**src/rtl/mm_bus_master.sv**
```systemverilog
// Initiator for the shared memory-mapped peripheral bus: one outstanding access,
// strobe held until ack or timeout, then the response is held until accepted.
module mm_bus_master #(
  parameter int          TIMEOUT_CYCLES = 16,
  parameter logic [31:0] ERR_DATA       = 32'h0000_0000
) (
  input  logic        clk,
  input  logic        rst_n,
  input  logic        req_valid_i,
  output logic        req_ready_o,
  input  logic        req_we_i,
  input  logic [31:0] req_addr_i,
  input  logic [31:0] req_wdata_i,
  output logic        resp_valid_o,
  input  logic        resp_ready_i,
  output logic [31:0] resp_rdata_o,
  output logic        resp_err_o,
  output logic [7:0]  err_count_o,
  output logic        bus_write_o,
  output logic        bus_read_o,
  output logic [31:0] bus_addr_o,
  output logic [31:0] bus_wdata_o,
  input  logic [31:0] bus_rdata_i,
  input  logic        bus_ack_i
);

  typedef enum logic [1:0] {IDLE, BUS, RESP} state_t;

  localparam logic [7:0] TMO_LAST = 8'(TIMEOUT_CYCLES - 1);

  state_t     state, state_nx;
  logic [7:0] tmo_cnt;
  logic       ack;
  logic       timeout;

  // A floating (z/x) ack never evaluates true, so only a clean 1 completes.
  assign ack     = (bus_ack_i == 1'b1);
  assign timeout = (tmo_cnt == TMO_LAST);

  always_ff @(posedge clk) begin
    if (!rst_n) state <= IDLE;
    else        state <= state_nx;
  end

  always_comb begin
    state_nx     = state;
    req_ready_o  = 1'b0;
    resp_valid_o = 1'b0;
    case (state)
      IDLE: begin
        req_ready_o = 1'b1;
        if (req_valid_i) state_nx = BUS;
      end
      BUS: begin
        if (ack || timeout) state_nx = RESP;
      end
      RESP: begin
        resp_valid_o = 1'b1;
        if (resp_ready_i) state_nx = IDLE;
      end
      default: state_nx = IDLE;
    endcase
  end

  always_ff @(posedge clk) begin
    if (!rst_n) begin
      tmo_cnt      <= '0;
      bus_write_o  <= 1'b0;
      bus_read_o   <= 1'b0;
      bus_addr_o   <= '0;
      bus_wdata_o  <= '0;
      resp_rdata_o <= '0;
      resp_err_o   <= 1'b0;
      err_count_o  <= '0;
    end else begin
      case (state)
        IDLE: begin
          if (req_valid_i) begin
            bus_addr_o  <= req_addr_i;
            bus_wdata_o <= req_wdata_i;
            bus_write_o <= req_we_i;
            bus_read_o  <= !req_we_i;
            tmo_cnt     <= '0;
          end
        end
        BUS: begin
          // Ack is checked first so it wins over a coincident timeout.
          if (ack) begin
            bus_write_o  <= 1'b0;
            bus_read_o   <= 1'b0;
            resp_err_o   <= 1'b0;
            resp_rdata_o <= bus_read_o ? bus_rdata_i : 32'h0;
          end else if (timeout) begin
            bus_write_o  <= 1'b0;
            bus_read_o   <= 1'b0;
            resp_err_o   <= 1'b1;
            resp_rdata_o <= bus_read_o ? ERR_DATA : 32'h0;
            if (err_count_o != 8'hFF) err_count_o <= err_count_o + 8'd1;
          end else begin
            tmo_cnt <= tmo_cnt + 8'd1;
          end
        end
        default: ;
      endcase
    end
  end

endmodule
```
**config.mk**
```make
export PLATFORM = sky130hd
export DESIGN_NAME = mm_bus_master
export DESIGN_NICKNAME = d
export VERILOG_FILES = /design/src/rtl/mm_bus_master.sv
export SDC_FILE = /design/constraint.sdc
export NUM_CORES = 1
export LEC_CHECK = 0
export ABC_AREA = 1
export ABC_CLOCK_PERIOD_IN_PS = 1750
export CAP_MARGIN = 0
export CORE_ASPECT_RATIO = 0.7
export CORE_MARGIN = 4
export CORE_UTILIZATION = 41
export DETAILED_ROUTE_END_ITERATION = 8
export PLACE_DENSITY = 0.85
export SYNTH_ARGS = -nofsm -noshare
export SYNTH_HDL_FRONTEND = slang
export SYNTH_SLANG_ARGS = --single-unit
```
**constraint.sdc**
```tcl
create_clock -name clk -period 1.75 [get_ports clk]
set_input_delay 0.35 -clock clk [delete_from_list [all_inputs] [get_ports clk]]
set_output_delay 0.35 -clock clk [all_outputs]
set_load 0.01 [all_outputs]
```
=== After elaboration in Yosys (flattened, before gate mapping) ===
Cells that the tools add are included.

* Bits in registers: 117
* Logic and storage cells: 54

* Reductions and logical operators: 11
* Add/subtract/negate cells: 2
* Multiplexer cells: 21
* Equality and inequality tests: 10
* Bitwise gates (word level): 1

{| class="wikitable"
|+ Operators with widths
! kind !! number
|-
| $mux 32 || 3
|-
| $mux 8 || 3
|-
| $add 8x1->8 const B || 2
|-
| $pmux 8 s2 || 1
|-
| $ne 2x2->1 const B || 5
|-
| $eq 8x4->1 const B || 1
|-
| $mux 1 || 8
|-
| $ne 8x8->1 const B || 1
|-
| $reduce_and 4->1 || 2
|-
| $mux 2 || 3
|-
| $pmux 2 s3 || 1
|-
| $reduce_and 3->1 || 2
|-
| $pmux 1 s2 || 2
|-
| $reduce_and 2->1 || 2
|-
| $reduce_bool 2->1 || 2
|-
| $ne 3x3->1 const B || 1
|-
| $eq 2x1->1 const B || 1
|-
| $eq 2x2->1 const B || 1
|-
| $logic_not 2->1 || 1
|-
| $logic_not 1->1 || 1
|-
| $logic_or 1x1->1 || 1
|-
| $not 1->1 || 1
|}

=== Longest topological paths before layout ===
Gate-level depths: netlist (run 1).

* Word-level depth: 4
* Gate-level depth with buffers: 10
* Depth with buffers taken out: 8

=== Least setup slack after synthesis (run 1) ===
No wires, ideal clock.

* Kind: reg2reg
* Start: register tmo_cnt[0]
* End: register resp_rdata_o[18]
* Arrival time: 1365 ps
* Stages on the path, launching flop included: 11
* Library setup time: 113 ps
* Path slack: 273 ps
* Path through: dfxtp_1 ha_1 nand3_2 nor2_4 nor2_1 nor2_2 buf_6 buf_6 nand2_1 nand2_1 nor2_1

* Longest elaborated chain between the ends: 3

{| class="wikitable"
|+ Ends and longest elaborated chain
! element !! RTL line !! text
|-
| from (decl) || 32 || <nowiki>logic [7:0] tmo_cnt;</nowiki>
|-
| from (signal assigned) || 100 || <nowiki>tmo_cnt <= tmo_cnt + 8'd1;</nowiki>
|-
| $eq 8x4->1 || 38 || <nowiki>assign timeout = (tmo_cnt == TMO_LAST);</nowiki>
|-
| $reduce_bool 2->1 (no line) || - ||
|-
| $reduce_and 2->1 (no line) || - ||
|-
| to (signal assigned) || 92 || <nowiki>resp_rdata_o <= bus_read_o ? bus_rdata_i : 32'h0;</nowiki>
|-
| to (signal assigned) || 97 || <nowiki>resp_rdata_o <= bus_read_o ? ERR_DATA : 32'h0;</nowiki>
|-
| to (decl) || 16 || <nowiki>output logic [31:0] resp_rdata_o,</nowiki>
|}

No other way between the ends.
A chain may end at the register's enable or synchronous reset.

=== Worst setup path in the final report (run 1) ===
* Start: register err_count_o[3]
* End: output port err_count_o[3]

{| class="wikitable"
|+ RTL lines
! element !! RTL line !! text
|-
| from (decl) || 18 || <nowiki>output logic [7:0] err_count_o,</nowiki>
|-
| from (signal assigned) || 98 || <nowiki>if (err_count_o != 8'hFF) err_count_o <= err_count_o + 8'd1;</nowiki>
|}

No word-level cell between the ends.

==> results of run 1 <==
==> layer usage <==
layer,vias up,global-route usage (%)
li1,2437,-
met1,2136,25.9
met2,145,33.0
met3,13,6.11
met4,0,6.53
met5,-,0
==> area by class of cell <==
| cell class | count | area share [%] |
|---|---|---|
| clock buffer | 20 | 6.06 |
| clock inverter | 10 | 2.06 |
| timing repair buffer | 226 | 30.7 |
| sequential | 117 | 31.1 |
| tap | 153 | 2.54 |
| inverter | 18 | 0.897 |
| multi-input combinational | 473 | 26.6 |
==> kinds of logic after synthesis <==
kind of cell / after synthesis
AND/OR/NAND/NOR: 374
flip-flops: 117
AO/OA/AOI/OAI: 93
buffers and inverters: 55
XOR/XNOR: 4
adder cells (fa/ha/maj): 2
==> cell usage in the layout (no fill, tap or decap), types with 3 or more instances in the layout <==
cell type        count
clkinv_2             4
buf_12               6
inv_2                3
o21ai_1              3
bufinv_16            4
dlymetal6s2s_1       4
dfxtp_2              3
nor2_1             207
o21ai_0             70
buf_4                9
xor2_1               3
nand4_1              3
dfxtp_1            114
inv_1               15
nand2_1            143
a21oi_1             19
nand3_1             12
clkdlybuf4s50_1    203
clkbuf_16           18
==> sequential cells by signal, summed over array words and instances, names as in the netlist <==
name and flops:
bus_addr_o 32, bus_read_o 1, bus_wdata_o 32, bus_write_o 1, err_count_o 8, resp_err_o 1
resp_rdata_o 32, state 2, tmo_cnt 8
==> per-stage QoR <==
stage | std cells | setup TNS, ns
after floorplan | 645 | 0
after global placement | 986 | 0
after detailed placement | 986 | -0.0143
after CTS | 1016 | 0
after global routing | 1017 | 0
final | 1017 | 0
==> worst min-delay path by stage <==
stage | endpoint | slack (ns) | cells after the start
4_1_cts | bus_addr_o[30]$_SDFFE_PN0P_ | 0.26 | 3
6_report | bus_addr_o[30]$_SDFFE_PN0P_ | 0.27 | 3
3_5_place_dp | bus_write_o$_SDFFE_PN0P_ | 0.46 | 2
2_1_floorplan | tmo_cnt[0]$_SDFFE_PN0P_ | 0.45 | 1
5_1_grt | bus_addr_o[30]$_SDFFE_PN0P_ | 0.27 | 3
3_3_place_gp | resp_err_o$_SDFFE_PN0P_ | 0.45 | 2
==> what timing repair did <==
action / in CTS / in global routing
pin swaps: 0 / 1
hold buffers: 0 / 0
gates cloned: 0 / 1
resized for setup: 4 / 7
setup endpoints to repair: 4 / 29
==> report_power, final <==
part           switching, W  total (W)  internal [W]
Sequential        0.0000894    0.00295       0.00286
Clock               0.00116    0.00359       0.00243
Combinational      0.000542    0.00122      0.000679
==> out/results.tsv, run 1 <==
metric	value	unit
Initial Utilization	41.8	%
Tot Pwr	0.00775	W
cell area after layout	7540	sq um
Ant. Diodes	0	
Pleak	3.05	nW
largest net degree at the start of global routing	56	
Pwr Density	1030	nW/um^2
global-route wire length before repair	20800	um
Synth Flop Type	dfxtp_1	
multiplexer share of the synthesized area	0	%
Die X	134	um
CP Depth	1	
Die Height	96.5	um
Worst Path Max Fanout	4	
most common cell in the synthesized netlist	nor2_1	
Worst EP required	1.40	ns
CP Capture Type	output port	
CTS Buffer Depth	2	
clk_lat worst skew	0.39	ns
Hold Startpoint	rst_n	
drt total wl	13400	um
Post-Synth Simple-Gate Area	31.7	%
Synth top cells by count	nor2_1 (207), nand2_1 (144), dfxtp_1 (117), o21ai_0 (70)	
initial DRC count	253	
Rows	32	
arrival time worst endpoint	1.34	ns
FF-to-FF path depth	9	
CP Capture Point	err_count_o[3]	
WL met3	870	um
largest vdd supply drop	661	uV
Avg Vias per Cell	4.65	
post-detailed-route wirelength per cell	13.2	um
GPL Wtd Cong	0.861	
Total GRT Usage	20.2	%
Multi-input gate area	2000	sq um
worst reg2reg path startpoint	tmo_cnt[0]$_SDFFE_PN0P_	
vias in the first global route	4177	
Max Slew Vio Count	0	
crit path from	err_count_o[3]$_SDFFE_PN0P_	
Synth Area in Compound Gates	10.2	%
fin util	68.7	%
worst-margin pin slew	0.443	ns
Max transition margin	70.5	%
Post-synth EDFFs	0	
number of remaining DRC errors	0	
synthesized flop and latch total	117	
worst r2r dst	resp_rdata_o[6]$_SDFFE_PN0P_	
Die ar.	13000	sq um
IO Port Bufs	210	
Root Driver	clkbuf_16	
layout cells sized above 1	6.94	%
CTS tree	done	
WL met1	6050	um
top cell type's share of synthesized area	51.0	%
clk slew on worst S/H paths	0.05	ns
hpwl dp	9610	um
average cell area after synthesis	7.11	sq um
WHS	0.272	ns
Routed Antenna Nets	0	
Layout Nets	957	
Critical Path Source Type	flop	
CTS buffer count	17	
Buf+Inv Stages, Crit Path	1	
uppermost routed layer	met4	
Synth cell types	23	
DP Area	6880	sq um
min cycle time layout	1.69	ns
crit-path max cell delay	0.57	ns
clk_skew	0.00825	ns
f_max	0.592	GHz
Fill cells	966	
syn_nets	749	
Cell Chain, Critical Path	clkdlybuf4s50_1	
synthesized area	4590	sq um
Post-synth ARST share	0	%
Crit path max-delay family	buffers and inverters	
combinational family with the most area after synthesis	simple AND/OR/NAND/NOR gates	
leading post-synthesis cells by cell area	dfxtp_1 (51%), nor2_1 (17%), nand2_1 (12%)	
core area	11000	sq um
hold crit path type	in2reg	
Period Utilization, post-route	96.5	%
initial antenna violation count	0	
Worst path slowest cell	clkdlybuf4s50_1	
max_cap viols	0	
Post-Synth Adder-Cell Area	0.545	%
RSZ-0062 raised after global routing	no	
dpl ws	-0.0143	ns
register area share after synthesis	51.0	%
Yosys top cell by area	dfxtp_1	
Reg area	2350	sq um
I/O pin cnt	211	
first-pass iteration count of the detailed router	4	
final hold viol count	0	
xor/xnor cell area share of the yosys netlist	0.764	%
CTS H-tree depth	4	
Synth Warn #	0	
Setup Fix Bufs, Post-CTS	0	
GR Overflow Total	0	
PnR worst setup slack	0.0613	ns
area grow syn2layout	64.2	%
Worst Setup Path Type	reg2out	
Synth Instances	645	
Final setup viols	0	
R2R setup slack	0.16	ns
vias	4731	
met2 wire length	6320	um
status	finished clean	
# clock sinks	117	
No activity file was read; power rests on OpenSTA's default activity.
==> run 2: changes to the inputs <==
--- a/config.mk
+++ b/config.mk
@@ -13,6 +13,7 @@
 export CORE_UTILIZATION = 41
 export DETAILED_ROUTE_END_ITERATION = 8
 export PLACE_DENSITY = 0.85
+export RECOVER_POWER = 50
 export SYNTH_ARGS = -nofsm -noshare
 export SYNTH_HDL_FRONTEND = slang
 export SYNTH_SLANG_ARGS = --single-unit
==> run 2 against run 1 <==
Net effect: final area decreased by 0.32%; total power is essentially flat; register-to-register slack got worse by 0.02 ns; combinational power is essentially flat; sequential power about the same; sequential cell count unchanged; die area unchanged; routed wire length up 0.57%.
==> out/results.tsv, run 2 (synthesized netlist as in run 1, its figures left out) <==
metric	value	unit	change
RSZ-0062 raised after global routing	no		
CP Capture Type	output port		
core area	11000	sq um	unchanged
initial DRC count	252		-0.40%
Final setup viols	0		unchanged
Layout Nets	957		unchanged
clk slew on worst S/H paths	0.05	ns	about the same
Max transition margin	67.5	%	-3.0 points
arrival time worst endpoint	1.34	ns	about the same
Setup Fix Bufs, Post-CTS	0		unchanged
Die X	134	um	unchanged
most common library cell in the layout ignoring fill and taps	nor2_1		
Avg Vias per Cell	4.69		+0.89%
# placed instances	986		unchanged
cell area after layout	7510	sq um	-0.32%
global-route wire length before repair	20800	um	unchanged
Pleak	3.03	nW	-0.77%
Max Slew Vio Count	0		unchanged
initial antenna violation count	0		unchanged
post-detailed-route wirelength per cell	13.2	um	+0.57%
CTS tree	done		
most frequent cells in the layout	nor2_1 (207), clkdlybuf4s50_1 (190), nand2_1 (144)		
Rows	32		unchanged
DP Area	6880	sq um	unchanged
IO Port Bufs	210		unchanged
largest vdd supply drop	660	uV	-0.16%
Ant. Diodes	0		unchanged
status	finished clean		
drt total wl	13500	um	+0.57%
Setup TNS Final	0	ns	unchanged
number of remaining DRC errors	0		unchanged
CTS Buffer Depth	2		unchanged
Worst Path Max Fanout	4		unchanged
largest net degree at the start of global routing	56		unchanged
max_cap viols	0		unchanged
CTS H-tree depth	4		unchanged
hpwl dp	9610	um	unchanged
WHS	0.270	ns	-0.00184 ns
Period Utilization, post-route	96.6	%	about the same
GPL Wtd Cong	0.861		unchanged
I/O pin cnt	211		unchanged
worst-margin pin slew	0.488	ns	+0.0447 ns
Cell Chain, Critical Path	clkdlybuf4s50_1		
vias	4773		+0.89%
clk_lat worst skew	0.40	ns	about the same
min cycle time layout	1.69	ns	+0.00104 ns
area grow syn2layout	63.7	%	
layout cells sized above 1	6.60	%	-0.35 points
CTS buffer count	17		unchanged
Initial Utilization	41.8	%	unchanged
final hold viol count	0		unchanged
f_max	0.592	GHz	about the same
cts hold-fix bufs	0		unchanged
Worst Setup Path Type	reg2out		
Top Registers	bus_addr_o (32), bus_wdata_o (32), resp_rdata_o (32)		
hold crit path type	in2reg		
Buf+Inv Stages, Crit Path	1		unchanged
Root Driver	clkbuf_16		
Critical Path Source Type	flop		
crit-path max cell delay	0.57	ns	about the same
GR Overflow Total	0		unchanged
Pwr Density	1030	nW/um^2	+0.22%
Die ar.	13000	sq um	unchanged
Crit path max-delay family	buffers and inverters		
Total GRT Usage	20.2	%	unchanged
Worst EP required	1.40	ns	about the same
clk_skew	0.00744	ns	-0.000809 ns
Routed Antenna Nets	0		unchanged
Die Height	96.5	um	unchanged
vias in the first global route	4177		unchanged
# clock sinks	117		unchanged
first-pass iteration count of the detailed router	4		unchanged
Worst path slowest cell	clkdlybuf4s50_1		
Cell Count, Final, Fillers Out	1017		unchanged
run 2: cell type report:
| cell class | count | area [sq um] |
|---|---|---|
| Inverter | 18 | 67.6 |
| Sequential cell | 117 | 2340 |
| Timing Repair Buffer | 226 | 2310 |
| Fill cell | 969 | 3460 |
| Clock inverter | 10 | 155 |
| Multi-Input combinational cell | 473 | 1990 |
| Tap cell | 153 | 191 |
| Clock buffer | 20 | 457 |
run 2: worst paths after layout:
kind                                                   from                     endpoint  slack [ns]  cells past startpoint
worst max-delay path            err_count_o[3]$_SDFFE_PN0P_               err_count_o[3]        0.06                      1
worst min-delay path                                  rst_n  bus_addr_o[30]$_SDFFE_PN0P_        0.27                      3
worst max register to register      tmo_cnt[0]$_SDFFE_PN0P_  err_count_o[3]$_SDFFE_PN0P_        0.14                      8
worst min register to register   bus_addr_o[4]$_SDFFE_PN0P_   bus_addr_o[4]$_SDFFE_PN0P_        0.47                      2
run 2: stage by stage:
step | util [%] | total power [W] | setup WS (ns)
floorplan | - | 0.00350 | 0.273
global placement | 62.7 | 0.00420 | 0.0295
detailed placement | 62.7 | 0.00423 | -0.0143
CTS | 68.3 | 0.00783 | 0.00592
global route | 68.5 | 0.00809 | 0.00435
finish | 68.5 | 0.00775 | 0.0603
run 2: routing by layer:
layer | routed length, um | part of all wire, % | vias to the layer above | GRT usage (%)
li1 | - | - | 2440 | -
met1 | 6130 | 45 | 2174 | 25.9
met2 | 6290 | 47 | 144 | 33.0
met3 | 881 | 6.5 | 15 | 6.11
met4 | 177 | 1.3 | 0 | 6.53
met5 | 0 | 0 | - | 0
run 2: worst min-delay path: stages:
cell	delay, ns
buf_2	0.15
o21ai_0	0.08
nor2_1	0.04
run 2: where the power goes:
group	switching (W)	leakage, nW	total, W	internal (W)
registers	0.0000883	0.963	0.00294	0.00286
clock network	0.00116	0.298	0.00359	0.00243
logic	0.000543	1.77	0.00121	0.000668
total	0.00179	3.03	0.00775	0.00595
run 2: what timing repair did:
action                                  in CTS  in global routing
cloned                                       0                  1
pin swaps                                    0                  1
gates resized for setup                      4                  7
endpoints found under the setup margin       4                 29
